### config.mk
export PLATFORM = sky130hd
export DESIGN_NAME = adc_serial_responder
export DESIGN_NICKNAME = d
export VERILOG_FILES = /design/src/rtl/adc_serial_responder.sv
export SDC_FILE = /design/constraint.sdc
export NUM_CORES = 1
export LEC_CHECK = 0
export BUFFER_PORTS_ARGS = -buffer_cell sky130_fd_sc_hd__buf_2
export CORE_MARGIN = 1.5
export CORE_UTILIZATION = 25
export DETAILED_ROUTE_END_ITERATION = 10
export GPL_TIMING_DRIVEN = 1
export HOLD_SLACK_MARGIN = 0.08
export MAX_ROUTING_LAYER = met4
export PLACE_DENSITY = 0.44
export SETUP_SLACK_MARGIN = 0.5
export SYNTH_ARGS = -nofsm -noshare
export SYNTH_HDL_FRONTEND = slang
export SYNTH_SLANG_ARGS = --single-unit
### constraint.sdc
create_clock -name CLK -period 3.4 [get_ports CLK]
set_clock_uncertainty 0.2 [all_clocks]
set_input_delay 0.34 -clock CLK [delete_from_list [all_inputs] [get_ports CLK]]
set_output_delay 0.34 -clock CLK [all_outputs]
set_load 0.01 [all_outputs]
### src/rtl/adc_serial_responder.sv
// Serial ADC responder: shifts one zero-padded sample per ADC_CS window onto DATA_OUT, MSB first.
// Pin edges act SYNC_STAGES+1 CLK later; a one-deep holding register (valid/ready) feeds the frames.
module adc_serial_responder #(
   parameter int FRAME_BITS  = 13,
   parameter int DATA_BITS   = 10,
   parameter int SYNC_STAGES = 2
) (
   input  logic                 CLK,
   input  logic                 RST,
   input  logic                 ADC_CLK,
   input  logic                 ADC_CS,
   output logic                 DATA_OUT,
   input  logic [DATA_BITS-1:0] SAMPLE_IN,
   input  logic                 SAMPLE_VALID,
   output logic                 SAMPLE_READY,
   output logic                 BUSY,
   output logic                 FRAME_DONE,
   output logic                 FRAME_ERR,
   output logic                 UNDERRUN
);

   localparam int CW = $clog2(FRAME_BITS + 1);
   localparam logic [CW-1:0] LAST_BIT = CW'(FRAME_BITS - 1);

   typedef enum logic [1:0] {
      IDLE  = 2'd0,
      SHIFT = 2'd1,
      DONE  = 2'd2
   } state_t;

   state_t state, state_nxt;

   logic [SYNC_STAGES-1:0] cs_sync, sck_sync;
   logic                   cs_prev, sck_prev;
   logic                   cs_s, sck_s;
   logic                   cs_fall, cs_rise, sck_rise, sck_fall;

   logic [FRAME_BITS-1:0]  shreg;
   logic [CW-1:0]          bitcnt;
   logic                   hold_full;
   logic [DATA_BITS-1:0]   hold_dat;
   logic [DATA_BITS-1:0]   last_sample;
   logic [DATA_BITS-1:0]   sel;
   logic [FRAME_BITS-1:0]  frame_word;

   logic load_frame, cnt_en, shift_en, clr_sh;
   logic done_set, err_set, und_set;

   // Synchronisers idle at the link's quiescent levels: CS deasserted, clock low.
   always_ff @(posedge CLK or posedge RST) begin
      if (RST) begin
         cs_sync  <= '1;
         sck_sync <= '0;
         cs_prev  <= 1'b1;
         sck_prev <= 1'b0;
      end else begin
         cs_sync  <= {cs_sync[SYNC_STAGES-2:0], ADC_CS};
         sck_sync <= {sck_sync[SYNC_STAGES-2:0], ADC_CLK};
         cs_prev  <= cs_s;
         sck_prev <= sck_s;
      end
   end

   assign cs_s     = cs_sync[SYNC_STAGES-1];
   assign sck_s    = sck_sync[SYNC_STAGES-1];
   assign cs_fall  = cs_prev & ~cs_s;
   assign cs_rise  = ~cs_prev & cs_s;
   assign sck_rise = ~sck_prev & sck_s;
   assign sck_fall = sck_prev & ~sck_s;

   // Source priority: loaded sample, then same-cycle bypass, then repeat of the previous frame.
   always_comb begin
      sel = last_sample;
      if (hold_full)
         sel = hold_dat;
      else if (SAMPLE_VALID)
         sel = SAMPLE_IN;
   end

   assign frame_word = FRAME_BITS'(sel);

   always_ff @(posedge CLK or posedge RST) begin
      if (RST)
         state <= IDLE;
      else
         state <= state_nxt;
   end

   always_comb begin
      state_nxt  = state;
      load_frame = 1'b0;
      cnt_en     = 1'b0;
      shift_en   = 1'b0;
      clr_sh     = 1'b0;
      done_set   = 1'b0;
      err_set    = 1'b0;
      und_set    = 1'b0;
      case (state)
         IDLE: begin
            if (cs_fall) begin
               load_frame = 1'b1;
               und_set    = ~hold_full & ~SAMPLE_VALID;
               state_nxt  = SHIFT;
            end
         end
         SHIFT: begin
            // The rising edge is counted before a coincident CS release is judged.
            if (sck_rise) begin
               cnt_en = 1'b1;
               if (bitcnt == LAST_BIT) begin
                  done_set  = 1'b1;
                  clr_sh    = 1'b1;
                  state_nxt = DONE;
               end
            end
            if (cs_rise) begin
               clr_sh    = 1'b1;
               err_set   = ~done_set;
               state_nxt = IDLE;
            end else if (sck_fall) begin
               shift_en = 1'b1;
            end
         end
         DONE: begin
            if (cs_rise)
               state_nxt = IDLE;
         end
         default: state_nxt = IDLE;
      endcase
   end

   always_ff @(posedge CLK or posedge RST) begin
      if (RST) begin
         shreg       <= '0;
         bitcnt      <= '0;
         last_sample <= '0;
         FRAME_DONE  <= 1'b0;
         FRAME_ERR   <= 1'b0;
         UNDERRUN    <= 1'b0;
      end else begin
         if (load_frame) begin
            shreg       <= frame_word;
            bitcnt      <= '0;
            last_sample <= sel;
         end else if (clr_sh) begin
            shreg <= '0;
         end else if (shift_en) begin
            shreg <= {shreg[FRAME_BITS-2:0], 1'b0};
         end
         if (cnt_en)
            bitcnt <= bitcnt + 1'b1;
         FRAME_DONE <= done_set;
         FRAME_ERR  <= err_set;
         UNDERRUN   <= und_set;
      end
   end

   // A bypassed sample goes straight into the frame, so it must not also fill the register.
   always_ff @(posedge CLK or posedge RST) begin
      if (RST) begin
         hold_full <= 1'b0;
         hold_dat  <= '0;
      end else if (load_frame) begin
         hold_full <= 1'b0;
      end else if (SAMPLE_VALID && !hold_full) begin
         hold_full <= 1'b1;
         hold_dat  <= SAMPLE_IN;
      end
   end

   assign DATA_OUT     = shreg[FRAME_BITS-1];
   assign SAMPLE_READY = ~hold_full;
   assign BUSY         = (state != IDLE);

endmodule
======== Word level (Yosys, flattened, before mapping) ========
Cells that the tools add are included.
storage, ports and cells
  word-level logic and storage cells ...... 75
  bits of input ports ..................... 15
  register bits ........................... 49
  output and inout bits ................... 6
operators by class
  bitwise gates (word level) .............. 13
  mux-type cells .......................... 32
  eq/ne operators ......................... 7
  reduce and logical (&&, ||, !) cells .... 9
  $add $sub $neg .......................... 1
operator list
  kind                                           number
  two-way mux 13 bit                             3
  two-way mux 10 bit                             2
  two-way mux 1 bit                              19
  two-way mux 2 bit                              5
  two-way mux 4 bit                              2
  inverter 1 bit                                 8
  inequality test 3 bit, second input constant   2
  one-hot mux 2 bit (3 select lines)             1
  nonzero test 2 bit                             3
  bitwise AND 1 bit                              5
  adder 4 x 1 -> 4 bit, second input constant    1
  == test 4 bit, second input constant           1
  inequality test 2 bit, second input constant   2
  AND reduction 4 bit                            1
  nonzero test 3 bit                             1
  == test 2 x 1 -> 1 bit, second input constant  1
  == test 2 bit, second input constant           1
  zero test 2 bit                                1
  AND reduction 2 bit                            1
  logical AND 1 bit                              1
  zero test 1 bit                                1

======== Logic depth before layout (Yosys ltp) ========
Gate-level depths: netlist (run 1).
  depth after elaboration ................. 8
  mapped depth ............................ 7

======== Least setup slack after synthesis (run 1) ========
Ideal clock, no wire load.
  path kind ............................... reg2reg
  from .................................... register state[0]
  to ...................................... register hold_dat[0]
  period minus slack after synthesis ...... 2.050 ns
  data arrival time ....................... 1.725 ns
  setup slack ............................. 1.350 ns
  required time ........................... 3.075 ns
  library setup time ...................... 0.125 ns
  stages on the path, launching flop included .. 6
  cells stage by stage .................... dfrtp_1 or2_1 or3b_4 and3_4 buf_6 mux2_4
between the ends
  word-level cells in the longest chain between the ends .. 4
RTL lines
  item                                  RTL line  text
  start, declared                       31        state_t state, state_nxt;
  start signal, assigned                86        state <= state_nxt;
  zero test 2 bit                       98        case (state)
  two-way mux 1 bit                     98
  inverter 1 bit (no source line)       n/a
  AND reduction 2 bit (no source line)  n/a
  end signal, assigned                  162       hold_dat <= '0;
  end signal, assigned                  167       hold_dat <= SAMPLE_IN;
  end, declared                         41        logic [DATA_BITS-1:0] hold_dat;
No other way between the ends.
A chain may end at the register's enable or synchronous reset.

======== Worst setup path after layout (run 1) ========
  from .................................... register state[0]
  to ...................................... register hold_dat[3]
Same word-level chain as after synthesis.

==> metrics.md, run 1 <==
| Metric | Value |
|---|---|
| Outcome | finished clean |
| Cts hold-fix bufs | 6 |
| Worst skew pair latency | ~0.30 ns |
| Rel. slew slack | between 30% and 40% |
| Crit path DAT | 2.12 ns |
| Mux cell area share after synthesis | between 10% and 20% |
| Synth unique cells | 35 |
| Post-DP Area | ~2400 um^2 |
| #FFs+latches synth | between 40 and 50 |
| Min-delay worst type | in -> async |
| Setup violators final | 0 |
| Max cap viols | 0 |
| Starting Density | between 20% and 30% |
| Hold Fails Final Rpt | 0 |
| Leakage power | roughly 1.2 nW |
| RD Place Congestion | 0.741 |
| Vias per cell | ~4.5 |
| DRC Markers | 0 |
| Final instance area | roughly 2500 um^2 |
| First-pass GRT wire length | about 7.5 mm |
| Number of buffers created by CTS | 5 |
| Pins Over Slew Limit | 0 |
| Number of H-tree levels | 2 |
| Die Footprint | between 9000 and 10000 um^2 |
| CP Class | reg -> reg |
| Clock transition at path regs | roughly 0.09 ns |
| Fillers | 863 |
| Drt wl/cell | 13.9 um |
| ANT nets after route | 0 |
| Power per cell area | between 500 and 600 nW/um^2 |
| CTS tree | built |
| Nets | 229 |
| Synth top cells by count | dfrtp_1, nand2_1, mux2i_1, o21ai_0 |
| Worst Tran Pin Value | 1.02 ns |
| CTS max path bufs | 2 |
| Core area | 8260 um^2 |
| Diode count | 0 |
| Vias | about 1400 |
| Port Buf Inserts | 20 |
| Tot GR Track Use | 11.3% |
| Die height | about 96 um |
| First-pass DRT Iterations | 4 |
| Top cells by area, synth | dfrtp_1, mux2_4, nand2_1 |
| Worst-path fanout max | 14 |
| 1st-iter DRT viols | between 80 and 90 |
| Layout area overhead | 17.4% |
| CTS root buf | clkbuf_8 |
| Layout cells sized above 1 | 22.5% |
| Post-synthesis cell area | roughly 2100 um^2 |
| Simple-Gate Fraction of Synth Area | ~14% |
| Detail Placement HPWL | 2.89 mm |
| Number of flops mapped to enable cells by yosys | 0 |
| Final min period | ~2.1 ns |
| Post-CTS resize count | 0 |
| Startpoint type of the worst setup path | flip-flop |
| Largest net degree at the start of global routing | 50 |
| Crit path capture type | flip-flop |
| Setup TNS | 0 ns |
| Vias in the first global route | around 1400 |
| Most common cell in the netlist | dfrtp_1 |
| RR Startpoint | state[0] |
| Post-synth top flop | dfrtp_1 |
| Die X | 95.6 um |
| CP Launch Point | state[0] |
| Post-CTS Setup Bufs | 0 |
| Gr ovfl total | 0 |
| Unrepaired setup endpoints after global routing | no |
| Largest area contributor in the netlist | dfrtp_1 |
| Post-Synth XOR/XNOR Area | 0% |
| I/O pin count | 21 |
| Synth Area in Compound Gates | around 11% |
| Adder-Cell Fraction of Synth Area | 1.17% |
| Final cycle utilization of the critical path | a little over three fifths |
| Mapped Cells | between 150 and 200 |
| Sink Count | between 40 and 50 |
| Synth top area share | a little over half |
| Maximum VDD drop | 0.227 mV |
| Max Clock Freq | 469 MHz |
| FP Rows | 33 |
| Initial antenna violation count | 0 |
| Post-synth ARST share | 100% |
| Largest family of logic cells by synthesized area | simple AND/OR/NAND/NOR gates |
| Req. time, crit path | approximately 3.4 ns |
| Warning count from the yosys run | 0 |
| Sequential-to-total area share from yosys stat | between 50% and 60% |
| Synth Net Count | 200 |
| Mapped Avg Cell Area | roughly 12 um^2 |
| WL final | 4.43 mm |
[metrics by stage]
stage	power, mW	setup slack, ns	util (%)	cells	hold slack, ns
2_1_floorplan	1.09	1.35	-	183	0.131
3_3_place_gp	1.18	1.29	28.6	303	0.137
3_5_place_dp	1.18	1.26	28.6	303	0.144
4_1_cts	1.53	1.26	30.3	317	0.0838
5_1_grt	1.62	1.19	30.5	318	0.0863
6_report	1.51	1.27	30.5	318	0.0754
[final cells by class]
type / count / area, um^2 / share of cell area, %
Sequential cell: 49 / 1230 / 48.9
Multi-Input combinational cell: 120 / 857 / 34.1
Timing Repair Buffer: 30 / 193 / 7.66
Tap cell: 105 / 131 / 5.22
Clock buffer: 6 / 72.6 / 2.88
Inverter: 6 / 22.5 / 0.895
Clock inverter: 2 / 10.0 / 0.398
[cells in the final DEF, fill, tap and decap left out, drive strengths merged]
cell type / Yosys / final
nand2b: 2 / 2
a31oi: 1 / 1
mux2i: 12 / 12
dfstp: 3 / 3
clkinv: 0 / 2
dfrtp: 46 / 46
o211ai: 10 / 10
nor4bb: 2 / 2
nor3b: 1 / 1
mux2: 11 / 11
or2: 1 / 1
and3: 2 / 2
inv: 6 / 6
a21boi: 1 / 1
or3b: 1 / 1
a22o: 1 / 1
clkbuf: 6 / 6
nand3b: 1 / 1
nand3: 4 / 4
buf: 2 / 23
nor3: 1 / 1
ha: 2 / 2
and2: 1 / 1
nor2: 4 / 4
dlygate4sd3: 0 / 7
nor4b: 1 / 1
nand2: 35 / 35
nand4: 1 / 1
o21ai: 12 / 12
a211oi: 1 / 1
nor2b: 2 / 2
a2bb2oi: 9 / 9
and4bb: 1 / 1
[cells by family (layout without fill, tap and decap cells)]
logic type               Yosys count  count (layout)
AO/OA/AOI/OAI                     35              35
AND/OR/NAND/NOR                   60              60
multiplexers                      23              23
flip-flops                        49              49
adder cells (fa/ha/maj)            2               2
buffers and inverters             14              44
[state kept, by name (all words and copies together), names as in the netlist, 2 cells and up]
name	count
bitcnt	4
cs_sync	2
hold_dat	10
last_sample	10
sck_sync	2
shreg	13
state	2
[path summary, 6_finish.rpt]
path,slack [ns],to,cells after the start
setup / recovery,1.27,hold_dat[3],4
hold / removal,0.08,sck_sync[0],2
setup reg to reg,1.27,hold_dat[3],4
hold reg to reg,0.16,sck_sync[1],0
max in group asynchronous,2.28,shreg[10],2
min in group CLK,0.10,hold_dat[8],2
[routing by layer]
layer,vias to the layer above,GRT usage (%),part of all wire (%)
met2,17,15.8,43
met3,2,2.79,2.7
met1,696,15.9,53
li1,704,-,-
met5,-,-,0
met4,0,3.31,0.86
[worst max-delay path, cell delays in order (launching register included)]
cell	delay (ns)
dfrtp_1	0.45
or2_1	0.27
or3b_4	0.50
and3_4	0.29
mux2_4	0.31
[power breakdown]
part | total (mW) | switching [mW] | leakage (nW) | internal, mW
combinational | 0.337 | 0.149 | 0.548 | 0.189
clock | 0.334 | 0.191 | 0.0450 | 0.143
sequential | 0.836 | 0.0937 | 0.600 | 0.742
Note: power is estimated with default switching activity, not from simulation.
==> run 2: changes to the inputs <==
==> constraint.sdc (replaced) <==
create_clock -name CLK -period 2.2 [get_ports CLK]
set_clock_uncertainty 0.2 [all_clocks]
set_input_delay 0.22 -clock CLK [delete_from_list [all_inputs] [get_ports CLK]]
set_output_delay 0.22 -clock CLK [all_outputs]
set_load 0.01 [all_outputs]
==> metrics.md, run 2 (synthesis gave the netlist of run 1 again) <==
| Metric | Value |
|---|---|
| Outcome | finished clean |
| Max reg flops | 13 (unchanged) |
| Top delay family on crit path | simple AND/OR/NAND/NOR gates |
| CTS max path bufs | 2 (unchanged) |
| Layout area overhead | 36.8% |
| Tot GR Track Use | 11.7% (+0.42 points) |
| Port Buf Inserts | 20 (unchanged) |
| Reg power frac | 50.4% (-5.1 points) |
| Int Pwr | 1.85 mW (+73%) |
| Setup TNS | 0 ns (unchanged) |
| CTS tree | built |
| FP Rows | 33 (unchanged) |
| Hold Crit Depth | 0 |
| Setup violators final | 0 (unchanged) |
| Number of H-tree levels | 2 (unchanged) |
| Clock transition at path regs | 0.09 ns (about the same) |
| Die height | 95.6 um (unchanged) |
| Post-DP Area | 2410 um^2 (+2.1%) |
| Hold path endpoint | cs_sync[1] |
| Req. time, crit path | 2.19 ns (-1.20 ns) |
| Startpoint type of the worst setup path | flip-flop |
| Diode count | 0 (unchanged) |
| Pins Over Slew Limit | 0 (unchanged) |
| Hold Crit Start | cs_sync[0] |
| Maximum VDD drop | 0.391 mV (+72%) |
| Worst-path fanout max | 5 (-9) |
| Crit path capture type | flip-flop |
| I/O pin count | 21 (unchanged) |
| Max cap viols | 0 (unchanged) |
| Largest net degree at the start of global routing | 29 (-42%) |
| Die Footprint | 9140 um^2 (unchanged) |
| Gr ovfl total | 0 (unchanged) |
| Hold Fails Final Rpt | 0 (unchanged) |
| Nets | 253 (+10%) |
| RD Place Congestion | 0.703 (-5.1%) |
| Min-delay worst type | reg -> reg |
| CTS root buf | clkbuf_8 |
| Worst path slowest cell | dfrtp_2 |
| 1st-iter DRT viols | 66 (-26%) |
| Worst Tran Pin Value | 0.492 ns (-0.533 ns) |
| Starting Density | 26.0% (unchanged) |
| Die X | 95.6 um (unchanged) |
| Final instance area | 2930 um^2 (+17%) |
| Worst path bufs/invs | 0 (unchanged) |
| Crit path DAT | 1.92 ns (-0.20 ns) |
| Clock power share | 22.2% (about the same) |
| First-pass GRT wire length | 7.76 mm (+3.3%) |
| Crit-path cells | or2_4 > or3b_4 > and3_4 > mux2_4 |
| Rel. slew slack | 67.2% (+36 points) |
| RR Startpoint | state[1] |
| Worst reg-to-reg setup slack | 0.27 ns (-1.00 ns) |
| Vias in the first global route | 1483 (+2.3%) |
| Most flops, register | shreg |
| DRC Markers | 0 (unchanged) |
| Leakage power | 1.37 nW (+14%) |
| Commonest non-fill, non-tap cell in the layout | dfrtp_1 |
| Number of buffers created by CTS | 5 (unchanged) |
| Reg2reg end | hold_dat[6] |
| CP Class | reg -> reg |
| WL final | 5.01 mm (+13%) |
| Power per cell area | 888 nW/um^2 (+48%) |
| Final min period | 1.93 ns (-0.201 ns) |
| Final cycle utilization of the critical path | 87.9% (+25 points) |
| Max Clock Freq | 517 MHz (+10%) |
| Layout cells sized above 1 | 40.5% (+18 points) |
| ANT nets after route | 0 (unchanged) |
| Worst skew pair latency | 0.30 ns (about the same) |
| Commonest cells after routing, fill and taps aside | dfrtp_1, nand2_1, buf_2 |
| Detail Placement HPWL | 3.09 mm (+6.9%) |
| Sink Count | 49 (unchanged) |
| Net Sw Power | 750 uW (+73%) |
| Drt wl/cell | 14.6 um (+5.1%) |
| Vias per cell | 4.49 (+0.71%) |
| FF-to-FF path depth | 4 (unchanged) |
| Gate power share | 27.4% (+5.0 points) |
| Unrepaired setup endpoints after global routing | yes |
| First-pass DRT Iterations | 4 (unchanged) |
| Core area | 8260 um^2 (unchanged) |
| Top Registers | shreg (13), hold_dat (10), last_sample (10) |
| Initial antenna violation count | 0 (unchanged) |
| Sw frac | 28.8% (+0.051 points) |
| Vias | 1537 (+8.3%) |
| Slowest stage delay, CP | 0.44 ns (-0.06 ns) |
-- run 2: cell count changes in the layout (fill, tap and decap cells not counted), moves of 5 or more --
cell / change
o21ai_2: +8
dlygate4sd3_1: +6
buf_4: +10
a2bb2oi_2: +5
a2bb2oi_1: -5
o21ai_0: -10
-- run 2: layout make-up --
type | count | area (um^2)
Fill cell | 833 | 5330
Sequential cell | 49 | 1230
Multi-Input combinational cell | 122 | 1020
Timing Repair Buffer | 52 | 422
Tap cell | 105 | 131
Clock buffer | 7 | 96.3
Inverter | 6 | 26.3
Clock inverter | 1 | 5.00
-- run 2: metal layers --
layer / share of wire (%) / global-route usage, % / wire (um)
met1: 51 / 16.6 / 2550
met4: 1.0 / 3.68 / 52
met5: 0 / - / 0
met3: 3.5 / 2.71 / 175
met2: 45 / 16.4 / 2230
-- run 2: worst register-to-register path, delay by kind of cell, from the launching register on --
| family | cells | cell delay (ns) |
|---|---|---|
| flops | 1 | 0.44 |
| simple gates | 3 | 0.88 |
| mux | 1 | 0.31 |
-- run 2: worst max-delay path by stage --
stage	start	endpoint	slack (ns)	cells past startpoint
5_1_grt	state[1]	hold_dat[9]	0.22	4
3_5_place_dp	state[1]	hold_dat[4]	0.23	4
3_3_place_gp	cs_sync[1]	shreg[2]	0.25	4
6_report	state[1]	hold_dat[6]	0.27	4
4_1_cts	state[0]	hold_dat[9]	0.25	4
2_1_floorplan	state[1]	hold_dat[0]	0.20	5
-- run 2: power groups by stage --
stage          clock, mW  sequential [mW]  combinational (mW)
2_1_floorplan          0             1.27               0.426
3_3_place_gp           0             1.31               0.525
3_5_place_dp           0             1.30               0.540
4_1_cts            0.600             1.29               0.597
5_1_grt            0.642             1.35               0.787
6_report           0.578             1.31               0.713
-- run 2: stage by stage --
step | hold WS, ns | util (%) | power, mW | worst slack [ns] | instances
floorplan | 0.0245 | - | 1.69 | 0.195 | 183
global placement | 0.0809 | 29.2 | 1.83 | 0.245 | 307
detailed placement | 0.0827 | 29.2 | 1.84 | 0.229 | 307
CTS | 0.169 | 32.8 | 2.48 | 0.254 | 334
global route | 0.174 | 35.5 | 2.77 | 0.224 | 342
finish | 0.165 | 35.5 | 2.60 | 0.266 | 342
-- run 2: what timing repair did --
action	in CTS	in global routing
buffers inserted	4	7
endpoints found under the hold margin	30	0
resized for setup	7	44
hold buffers	13	0
pin swaps	1	14
endpoints found under the setup margin	36	37
cloned	2	1
==> run 3: changes to the inputs <==
--- a/config.mk
+++ b/config.mk
@@ -9,7 +9,7 @@
 export CORE_MARGIN = 1.5
 export CORE_UTILIZATION = 25
 export DETAILED_ROUTE_END_ITERATION = 10
-export GPL_TIMING_DRIVEN = 1
+export GPL_TIMING_DRIVEN = 0
 export HOLD_SLACK_MARGIN = 0.08
 export MAX_ROUTING_LAYER = met4
 export PLACE_DENSITY = 0.44
==> constraint.sdc (replaced) <==
create_clock -name CLK -period 2 [get_ports CLK]
set_clock_uncertainty 0.2 [all_clocks]
set_input_delay 0.2 -clock CLK [delete_from_list [all_inputs] [get_ports CLK]]
set_output_delay 0.2 -clock CLK [all_outputs]
set_load 0.01 [all_outputs]
==> metrics.md, run 3 (synthesis gave the netlist of run 1 again) <==
| Metric | Value |
|---|---|
| CTS max path bufs | 2 (unchanged) |
| Placed Cells | 308 (+0.33%) |
| Leakage power | 1.50 nW (+9.9%) |
| Layout cells sized above 1 | 45.6% (+5.1 points) |
| Drt wl/cell | 15.2 um (+3.7%) |
| Startpoint type of the worst setup path | flip-flop |
| Vias | 1622 (+5.5%) |
| Final min period | 2.00 ns (+0.0674 ns) |
| Worst-path fanout max | 5 (unchanged) |
| Crit path capture type | flip-flop |
| ANT nets after route | 0 (unchanged) |
| Pins Over Slew Limit | 0 (unchanged) |
| Core area | 8260 um^2 (unchanged) |
| CP Class | reg -> reg |
| Finished Core Util | 39.1% (+3.6 points) |
| Final setup margin | -0.00102 ns (-0.267 ns) |
| Port Buf Inserts | 20 (unchanged) |
| Final instance area | 3230 um^2 (+10%) |
| Starting Density | 26.0% (unchanged) |
| First-pass DRT Iterations | 4 (unchanged) |
| Commonest cells after routing, fill and taps aside | dfrtp_1, nand2_1, buf_2 |
| Worst reg-to-reg setup slack | -0.001 ns (-0.27 ns) |
| First-pass GRT wire length | 8.52 mm (+9.9%) |
| Fin cells | 357 (+4.4%) |
| Final cycle utilization of the critical path | 100% (+12 points) |
| CTS tree | built |
| Fillers | 822 (-1.3%) |
| Die X | 95.6 um (unchanged) |
| Diode count | 0 (unchanged) |
| Area of the multi-input gates | 1090 um^2 (+6.5%) |
| Commonest non-fill, non-tap cell in the layout | dfrtp_1 |
| Outcome | complete, but fails checks |
| Layout area overhead | 50.7% |
| 1st-iter DRT viols | 81 (+23%) |
| RR Startpoint | state[0] |
| FF/Latch Area | 1230 um^2 (unchanged) |
| Worst skew pair latency | 0.31 ns (about the same) |
| FP Rows | 33 (unchanged) |
| Most flops, register | shreg |
| Max cap viols | 0 (unchanged) |
| Failing checks | hold timing, setup timing |
| Top Registers | shreg (13), hold_dat (10), last_sample (10) |
| FF-to-FF path depth | 5 (+1) |
| Rel. slew slack | 26.1% (-41 points) |
| Hold Fails Final Rpt | 46 (+46) |
| Maximum VDD drop | 0.358 mV (-8.4%) |
| Setup violators final | 1 (+1) |
| Max reg flops | 13 (unchanged) |
| Sink Count | 49 (unchanged) |
| Gr ovfl total | 0 (unchanged) |
| Hold WS | -0.0571 ns (-0.222 ns) |
| WL final | 5.42 mm (+8.3%) |
| RD Place Congestion | 0.685 (-2.7%) |
| Min-delay worst type | in -> async |
| CTS root buf | clkbuf_8 |
| DRC Markers | 0 (unchanged) |
| Req. time, crit path | 1.99 ns (-0.20 ns) |
| Number of buffers created by CTS | 5 (unchanged) |
| Reg2reg end | hold_dat[8] |
| Die height | 95.6 um (unchanged) |
| Post-DP Area | 2390 um^2 (-0.83%) |
| Max Clock Freq | 500 MHz (-3.4%) |
| Crit path DAT | 2.00 ns (+0.08 ns) |
| Largest net degree at the start of global routing | 50 (+72%) |
| Nets | 268 (+5.9%) |
| Tot GR Track Use | 12.9% (+1.2 points) |
| Cts hold-fix bufs | 12 (-1) |
| Initial antenna violation count | 0 (unchanged) |
| Die Footprint | 9140 um^2 (unchanged) |
| Worst Tran Pin Value | 1.11 ns (+0.615 ns) |
| I/O pin count | 21 (unchanged) |
| Vias per cell | 4.54 (+1.1%) |
| Detail Placement HPWL | 2.96 mm (-4.3%) |
| Number of H-tree levels | 2 (unchanged) |
| Unrepaired setup endpoints after global routing | yes |
| Vias in the first global route | 1686 (+14%) |
| Clock transition at path regs | 0.10 ns (about the same) |
| Power per cell area | 957 nW/um^2 (+7.8%) |
==> run 3: cell types whose count changed in the layout (fill, tap and decap cells not counted), sizes merged <==
cell,change
bufinv,+1
dlygate4sd3,-1
clkinv,-1
clkbuf,+2
and3,-1
buf,+15
==> run 3: area by class of cell <==
class	count	share of cell area, %
Clock buffer	7	2.67
Timing Repair Buffer	60	16.7
Multi-Input combinational cell	121	33.6
Inverter	6	0.814
Sequential cell	49	38.2
Buffer	8	2.98
Tap cell	105	4.07
Clock inverter	1	0.930
==> run 3: critical path, cell delays in order (launching register included) <==
cell and delay [ns]:
dfrtp_2 0.42, or2_4 0.25, or3b_4 0.39, and3_4 0.19, buf_12 0.14, mux2_4 0.29
==> run 3: worst max path at each step <==
stage / start / to / slack, ns / depth (start not counted)
after floorplan: state[1] / hold_dat[0] / -0.005 / 5
after global placement: cs_prev / shreg[3] / -0.52 / 4
after detailed placement: cs_prev / shreg[3] / -0.50 / 4
after CTS: state[0] / hold_dat[8] / -0.03 / 5
after global routing: state[0] / hold_dat[7] / -0.06 / 5
final: state[0] / hold_dat[8] / -0.001 / 5
==> run 3: report_power, final <==
group	switching [mW]	internal, mW
sequential	0.178	1.26
clock	0.347	0.409
combinational	0.362	0.533
total	0.887	2.21
==> run 3: per-layer routing <==
layer	global-route usage [%]	share of wire (%)	vias up
met5	-	0	-
met1	15.8	47	807
li1	-	-	784
met3	2.63	2.8	9
met4	4.78	1.8	0
met2	20.9	49	22
==> run 3: through the flow <==
stage | setup WS (ns) | power, mW | hold WS (ns) | TNS (ns)
2_1_floorplan | -0.00468 | 1.86 | 0.00448 | -0.0468
3_3_place_gp | -0.516 | 2.01 | 0.106 | -10.07
3_5_place_dp | -0.497 | 2.02 | 0.107 | -9.36
4_1_cts | -0.0280 | 3.06 | -0.0189 | -0.225
5_1_grt | -0.0571 | 3.26 | 0.0260 | -0.612
6_report | -0.00102 | 3.09 | -0.0571 | -0.00102
==> run 3: what timing repair did <==
item                                   4_1_cts  5_1_grt
gates cloned                                 4        1
buffers inserted                            19        5
pin swaps                                   19        9
setup endpoints to repair                   41       45
resized for setup                           71       22
endpoints found under the hold margin       58       46
